**config.mk**
```make
export PLATFORM = sky130hd
export DESIGN_NAME = sa8_feeder_flat
export DESIGN_NICKNAME = d
export VERILOG_FILES = /design/src/rtl/sa8_feeder_if.sv /design/src/rtl/sa8_feeder.sv /design/src/flat_wrapper.sv
export SDC_FILE = /design/constraint.sdc
export NUM_CORES = 1
export LEC_CHECK = 0
export ABC_AREA = 1
export CAP_MARGIN = 25
export CELL_PAD_IN_SITES_DETAIL_PLACEMENT = 2
export CELL_PAD_IN_SITES_GLOBAL_PLACEMENT = 2
export CORE_ASPECT_RATIO = 0.75
export CORE_UTILIZATION = 39
export DETAILED_ROUTE_END_ITERATION = 10
export PLACE_DENSITY_LB_ADDON = 0.12
export RECOVER_POWER = 100
export SYNTH_ARGS = -nofsm -noshare
export SYNTH_HDL_FRONTEND = slang
export SYNTH_SLANG_ARGS = --single-unit
```
**constraint.sdc**
```tcl
create_clock -name clk -period 39.2 [get_ports clk]
set_input_delay 11.76 -clock clk [delete_from_list [all_inputs] [get_ports clk]]
set_output_delay 11.76 -clock clk [all_outputs]
set_load 0.03 [all_outputs]
```
**src/rtl/sa8_feeder_if.sv**
```systemverilog
// rtl/sa8_feeder_if.sv - handshake and skewed-output bundle between tile source, feeder and array
interface sa8_feeder_if #(
    parameter int WIDTH = 8
);
    logic                 start;
    logic [7:0]           k_len;
    logic                 in_valid;
    logic                 in_ready;
    logic [8*WIDTH-1:0]   in_act;
    logic [8*WIDTH-1:0]   in_wgt;
    logic [8*WIDTH-1:0]   activation;
    logic [8*WIDTH-1:0]   weight;
    logic                 control;
    logic                 busy;
    logic                 done;

    modport master (
        output start, k_len, in_valid, in_act, in_wgt,
        input  in_ready, activation, weight, control, busy, done
    );

    modport slave (
        input  start, k_len, in_valid, in_act, in_wgt,
        output in_ready, activation, weight, control, busy, done
    );
endinterface

```
**src/rtl/sa8_feeder.sv**
```systemverilog
// rtl/sa8_feeder.sv - 8-lane diagonal skew feeder for an 8x8 systolic array, one tile per start
module sa8_feeder #(
    parameter int WIDTH     = 8,
    parameter int FLUSH_CYC = 22
) (
    input  logic          clk,
    input  logic          rst,
    sa8_feeder_if.slave   bus
);
    localparam int LANES = 8;
    localparam int VW    = LANES * WIDTH;
    localparam logic [7:0] FLUSH_LAST = 8'(FLUSH_CYC - 1);

    typedef enum logic [1:0] {
        IDLE  = 2'd0,
        FEED  = 2'd1,
        FLUSH = 2'd2,
        DONE  = 2'd3
    } state_t;

    state_t          state;
    state_t          next_state;
    logic [7:0]      k_lat;
    logic [7:0]      beat_cnt;
    logic [7:0]      flush_cnt;
    logic            accept;
    logic            done_nxt;
    logic [VW-1:0]   act_in0;
    logic [VW-1:0]   wgt_in0;
    logic [VW-1:0]   act_skew;
    logic [VW-1:0]   wgt_skew;

    always_ff @(posedge clk or posedge rst) begin
        if (rst) begin
            state <= IDLE;
        end else begin
            state <= next_state;
        end
    end

    always_comb begin
        next_state = state;
        case (state)
            IDLE: begin
                if (bus.start) begin
                    next_state = (bus.k_len != 8'd0) ? FEED : DONE;
                end
            end
            FEED: begin
                if (accept && (beat_cnt == k_lat - 8'd1)) begin
                    next_state = FLUSH;
                end
            end
            FLUSH: begin
                if (flush_cnt == FLUSH_LAST) begin
                    next_state = DONE;
                end
            end
            DONE:    next_state = IDLE;
            default: next_state = IDLE;
        endcase
    end

    // in_ready decodes the state register only, so in_valid never reaches it
    always_comb begin
        bus.in_ready = (state == FEED);
        bus.busy     = (state != IDLE);
        accept       = (state == FEED) && bus.in_valid;
        done_nxt     = (next_state == DONE);
        act_in0      = accept ? bus.in_act : '0;
        wgt_in0      = accept ? bus.in_wgt : '0;
    end

    always_ff @(posedge clk or posedge rst) begin
        if (rst) begin
            k_lat     <= 8'd0;
            beat_cnt  <= 8'd0;
            flush_cnt <= 8'd0;
        end else begin
            if (state == IDLE && bus.start) begin
                k_lat    <= bus.k_len;
                beat_cnt <= 8'd0;
            end else if (accept) begin
                beat_cnt <= beat_cnt + 8'd1;
            end
            flush_cnt <= (state == FLUSH) ? flush_cnt + 8'd1 : 8'd0;
        end
    end

    // Lane i holds 1+i stages; bubbles travel the same pipes so beats never merge
    for (genvar i = 0; i < LANES; i++) begin : g_lane
        localparam int HI = VW - 1 - WIDTH * i;
        logic [WIDTH-1:0] act_pipe [0:i];
        logic [WIDTH-1:0] wgt_pipe [0:i];

        always_ff @(posedge clk or posedge rst) begin
            if (rst) begin
                for (int j = 0; j <= i; j++) begin
                    act_pipe[j] <= '0;
                    wgt_pipe[j] <= '0;
                end
            end else begin
                act_pipe[0] <= act_in0[HI -: WIDTH];
                wgt_pipe[0] <= wgt_in0[HI -: WIDTH];
                for (int j = 1; j <= i; j++) begin
                    act_pipe[j] <= act_pipe[j-1];
                    wgt_pipe[j] <= wgt_pipe[j-1];
                end
            end
        end

        assign act_skew[HI -: WIDTH] = act_pipe[i];
        assign wgt_skew[HI -: WIDTH] = wgt_pipe[i];
    end

    always_ff @(posedge clk or posedge rst) begin
        if (rst) begin
            bus.activation <= '0;
            bus.weight     <= '0;
            bus.done       <= 1'b0;
            bus.control    <= 1'b0;
        end else begin
            bus.activation <= act_skew;
            bus.weight     <= wgt_skew;
            bus.done       <= done_nxt;
            bus.control    <= done_nxt;
        end
    end
endmodule

```
**src/flat_wrapper.sv**
```systemverilog
// flat-port wrapper written by rule: the top's interface ports become plain ports
module sa8_feeder_flat 
#(
    parameter int WIDTH     = 8,
    parameter int FLUSH_CYC = 22
)
  (clk, rst, bus_start, bus_k_len, bus_in_valid, bus_in_act, bus_in_wgt, bus_in_ready, bus_activation, bus_weight, bus_control, bus_busy, bus_done);
  sa8_feeder_if #(.WIDTH(WIDTH)) bus_i ();
  input  logic clk;
  input  logic rst;
  input wire logic [$bits(bus_i.start)-1:0] bus_start;
  input wire logic [$bits(bus_i.k_len)-1:0] bus_k_len;
  input wire logic [$bits(bus_i.in_valid)-1:0] bus_in_valid;
  input wire logic [$bits(bus_i.in_act)-1:0] bus_in_act;
  input wire logic [$bits(bus_i.in_wgt)-1:0] bus_in_wgt;
  output wire logic [$bits(bus_i.in_ready)-1:0] bus_in_ready;
  output wire logic [$bits(bus_i.activation)-1:0] bus_activation;
  output wire logic [$bits(bus_i.weight)-1:0] bus_weight;
  output wire logic [$bits(bus_i.control)-1:0] bus_control;
  output wire logic [$bits(bus_i.busy)-1:0] bus_busy;
  output wire logic [$bits(bus_i.done)-1:0] bus_done;
  assign bus_i.start = bus_start;
  assign bus_i.k_len = bus_k_len;
  assign bus_i.in_valid = bus_in_valid;
  assign bus_i.in_act = bus_in_act;
  assign bus_i.in_wgt = bus_in_wgt;
  assign bus_in_ready = bus_i.in_ready;
  assign bus_activation = bus_i.activation;
  assign bus_weight = bus_i.weight;
  assign bus_control = bus_i.control;
  assign bus_busy = bus_i.busy;
  assign bus_done = bus_i.done;
  sa8_feeder #(.WIDTH(WIDTH), .FLUSH_CYC(FLUSH_CYC)) u_core (.clk(clk), .rst(rst), .bus(bus_i));
endmodule
```
==> results.json <==
{
  "dp_cells": 2107,
  "ctsHoldBuffers": 0,
  "cp_num_buf_inv": 3,
  "portBuffers": 271,
  "drt_drc_violations_left": 0,
  "clk_pin_slew_worst_paths_ns": 0.06,
  "fin_ws_ns": 15.79,
  "synth_top_area_share_pct": 90.50,
  "place_ws_ns": 23.76,
  "design.die.area_sq_mm": 0.05275,
  "clock_path_buffers": 3,
  "synth_top_area_cell": "dfrtp_1",
  "finalSetupViolations": 0,
  "finalHoldViolations": 0,
  "slew_viol_final": 685,
  "worst_setup_path_end_kind": "async pin",
  "antennaDiodeCount": 0,
  "dp.final_hpwl_microns": 22820,
  "grt_pass1_wl_microns": 62190,
  "worst_pin_slew_ns": 8.755,
  "synth-seq-area-share_pct": 90.50,
  "num_vias": 9540,
  "max_freq_mhz": 42.72,
  "die_h_microns": 199.2,
  "wl_per_cell_microns": 17.14,
  "area_growth_pct": 28.30,
  "cts_setup_buffers": 0,
  "start_util_pct": 39.92,
  "final.fill_count": 4528,
  "synth.avg_cell_area_sq_um": 17.01,
  "finalNonFillerCells": 2231,
  "p_leak_nw": 13.34,
  "htreeDepth": 3,
  "multi_input_area_sq_mm": 0.001184,
  "synth_area_sq_mm": 0.02021,
  "insertion_delay_ns": 0.59,
  "cp_slowest_cell": "clkbuf_1",
  "violations": "capacitance limit, slew limit",
  "nNetsFinal": 1666,
  "synth.area.top_cells": "dfrtp_1, inv_1, nor2_1",
  "critPathMaxFanout": 178,
  "max_stage_delay_ns": 6.18,
  "finalWeightedCongestion": 0.7444,
  "slew_headroom_pct": -483.7,
  "antenna_found_initial": 2,
  "drtIter0Drc": 529,
  "power.density_mw_per_mm2": 66.56,
  "syn_inst": 1188,
  "drt_pass1_iterations": 4,
  "crit_type": "in2async",
  "final_antenna_net_count": 0,
  "critical_path.top_delay_family": "buffers and inverters",
  "period_needed_ns": 23.41,
  "vias_per_cell": 4.276,
  "rsz0062_at_grt": "false",
  "worstHoldPathType": "reg2reg",
  "first_global_vias": 11120,
  "run_status": "complete, but fails checks",
  "io_pins": 272,
  "wl_microns": 38240,
  "tns_ns": 0,
  "drv_cap": 8,
  "cts_tree": "built",
  "register_area_sq_mm": 0.01829,
  "ys_warn_count": 0,
  "vdd_drop_max_uv": 34.80,
  "cts-resized-gates": 0,
  "crit_chain": "dlygate4sd3_1 -> clkinvlp_2 -> clkbuf_1",
  "die_width_microns": 264.9,
  "ys_ff_latch": 731,
  "finalCritPeriodShare_pct": 59.72,
  "clkSinkCount": 731,
  "clockRootBuffer": "clkbuf_16",
  "grt_max_degree": 179,
  "synth.distinct_cells": 26,
  "cp.required_ns": 37.70,
  "cp.arrival_ns": 21.91,
  "start_kind": "input pin",
  "grt_overflow_total": 0,
  "syn_nets": 1332,
  "skew_ns": 0.01269,
  "numCtsBuffers": 69,
  "drive_above_1_share_pct": 7.687,
  "rows": 71,
  "core_region_area_sq_mm": 0.05064,
  "grt_use_total_pct": 15.52
}
==> placed cells by master (no fill, tap or decap), drive strengths merged, types with 2 or more instances in the layout <==
| cell | synthesis | routed |
|---|---|---|
| a21oi | 11 | 11 |
| bufinv | 0 | 2 |
| clkbuf | 2 | 106 |
| clkdlybuf4s50 | 0 | 136 |
| clkinv | 0 | 14 |
| clkinvlp | 0 | 4 |
| dfrtp | 731 | 731 |
| dlygate4sd3 | 0 | 135 |
| ha | 4 | 4 |
| inv | 167 | 171 |
| nand2 | 56 | 56 |
| nand3 | 18 | 18 |
| nor2 | 153 | 153 |
| nor3 | 8 | 8 |
| o21ai | 17 | 17 |
| xor2 | 3 | 3 |
==> routing by layer <==
| metal | vias to the layer above | track usage [%] | share of wire, % |
|---|---|---|---|
| li1 | 4199 | - | - |
| met5 | - | 0 | 0.071 |
| met2 | 196 | 26.39 | 52 |
| met4 | 4 | 5.502 | 2.7 |
| met1 | 5060 | 18.70 | 40 |
| met3 | 81 | 4.954 | 5.6 |
==> registers in the layout, summed over array words and instances, names as in the netlist <==
register and cells:
u_core.state 2, u_core.g_lane.act_pipe 232, u_core.bus.activation 64, u_core.g_lane.wgt_pipe 288
u_core.k_lat 8, u_core.bus.control 1, u_core.flush_cnt 8, u_core.act_skew 56
u_core.bus.weight 64, u_core.beat_cnt 8
==> layout make-up <==
class	count	area share (%)
timing repair buffer	279	10.64
multi-input combinational	274	4.564
inverter	167	2.422
clock inverter	24	0.7575
sequential	731	70.54
tap	657	3.170
clock buffer	99	7.912
==> power breakdown <==
group | switching (mW) | leakage (nW) | total [mW] | internal, mW
logic | 0.114 | 2.70 | 0.174 | 0.0595
clock network | 0.274 | 1.12 | 0.653 | 0.379
registers | 0.0381 | 9.52 | 0.900 | 0.862
total | 0.426 | 13.3 | 1.73 | 1.30
==> worst paths after layout <==
| kind | start | end | slack, ns | cells past startpoint |
|---|---|---|---|---|
| min in group asynchronous | rst | u_core.g_lane[5].act_pipe[39] | 13.34 | 2 |
| min reg2reg | u_core.g_lane[6].act_pipe[25] | u_core.g_lane[6].act_pipe[17] | 0.34 | 0 |
| max | rst | u_core.g_lane[3].act_pipe[17] | 15.79 | 3 |
| max reg2reg | u_core.state[1] | u_core.g_lane[5].act_pipe[40] | 33.76 | 6 |
| min | u_core.g_lane[6].act_pipe[25] | u_core.g_lane[6].act_pipe[17] | 0.34 | 0 |
| max in group clk | bus_in_valid | u_core.g_lane[5].act_pipe[40] | 22.60 | 4 |
==> cells in the mapped netlist <==
library cell / n
ha_1: 4
inv_1: 166
nand2_2: 1
dfrtp_1: 731
nand2_4: 1
nor3b_1: 1
a21oi_2: 1
inv_2: 1
nor3_4: 2
buf_4: 1
nor2_2: 2
nand2_1: 54
nor2_4: 1
o21ai_1: 1
a21oi_1: 10
clkbuf_1: 2
o21ai_0: 16
nand3_2: 1
nand4_1: 1
nor4_1: 1
nor3_1: 6
buf_2: 13
a41oi_1: 1
xor2_1: 3
nand3_1: 17
nor2_1: 150
==> per-stage QoR <==
| stage | area (sq um) | hold slack, ns | utilization (%) | total power, mW |
|---|---|---|---|---|
| after floorplan | 20210 | 0.3312 | - | 1.004 |
| after global placement | 23750 | 0.3312 | 46.91 | 1.083 |
| after detailed placement | 23750 | 0.3356 | 46.91 | 1.097 |
| after CTS | 26000 | 0.3430 | 51.35 | 1.770 |
| after global routing | 25930 | 0.3462 | 51.22 | 1.810 |
| final | 25930 | 0.3402 | 51.22 | 1.726 |
==> cell families (layout without fill, tap and decap cells) <==
family	count (synthesis)	after routing	share of synthesized area, %
compound gates	29	29	0.7552
fa+ha+maj	4	4	0.2476
buf+inv	183	569	3.497
xor+xnor	3	3	0.1300
simple gates	238	238	4.872
flops	731	731	90.50
Power figures use the tool's default switching activity.
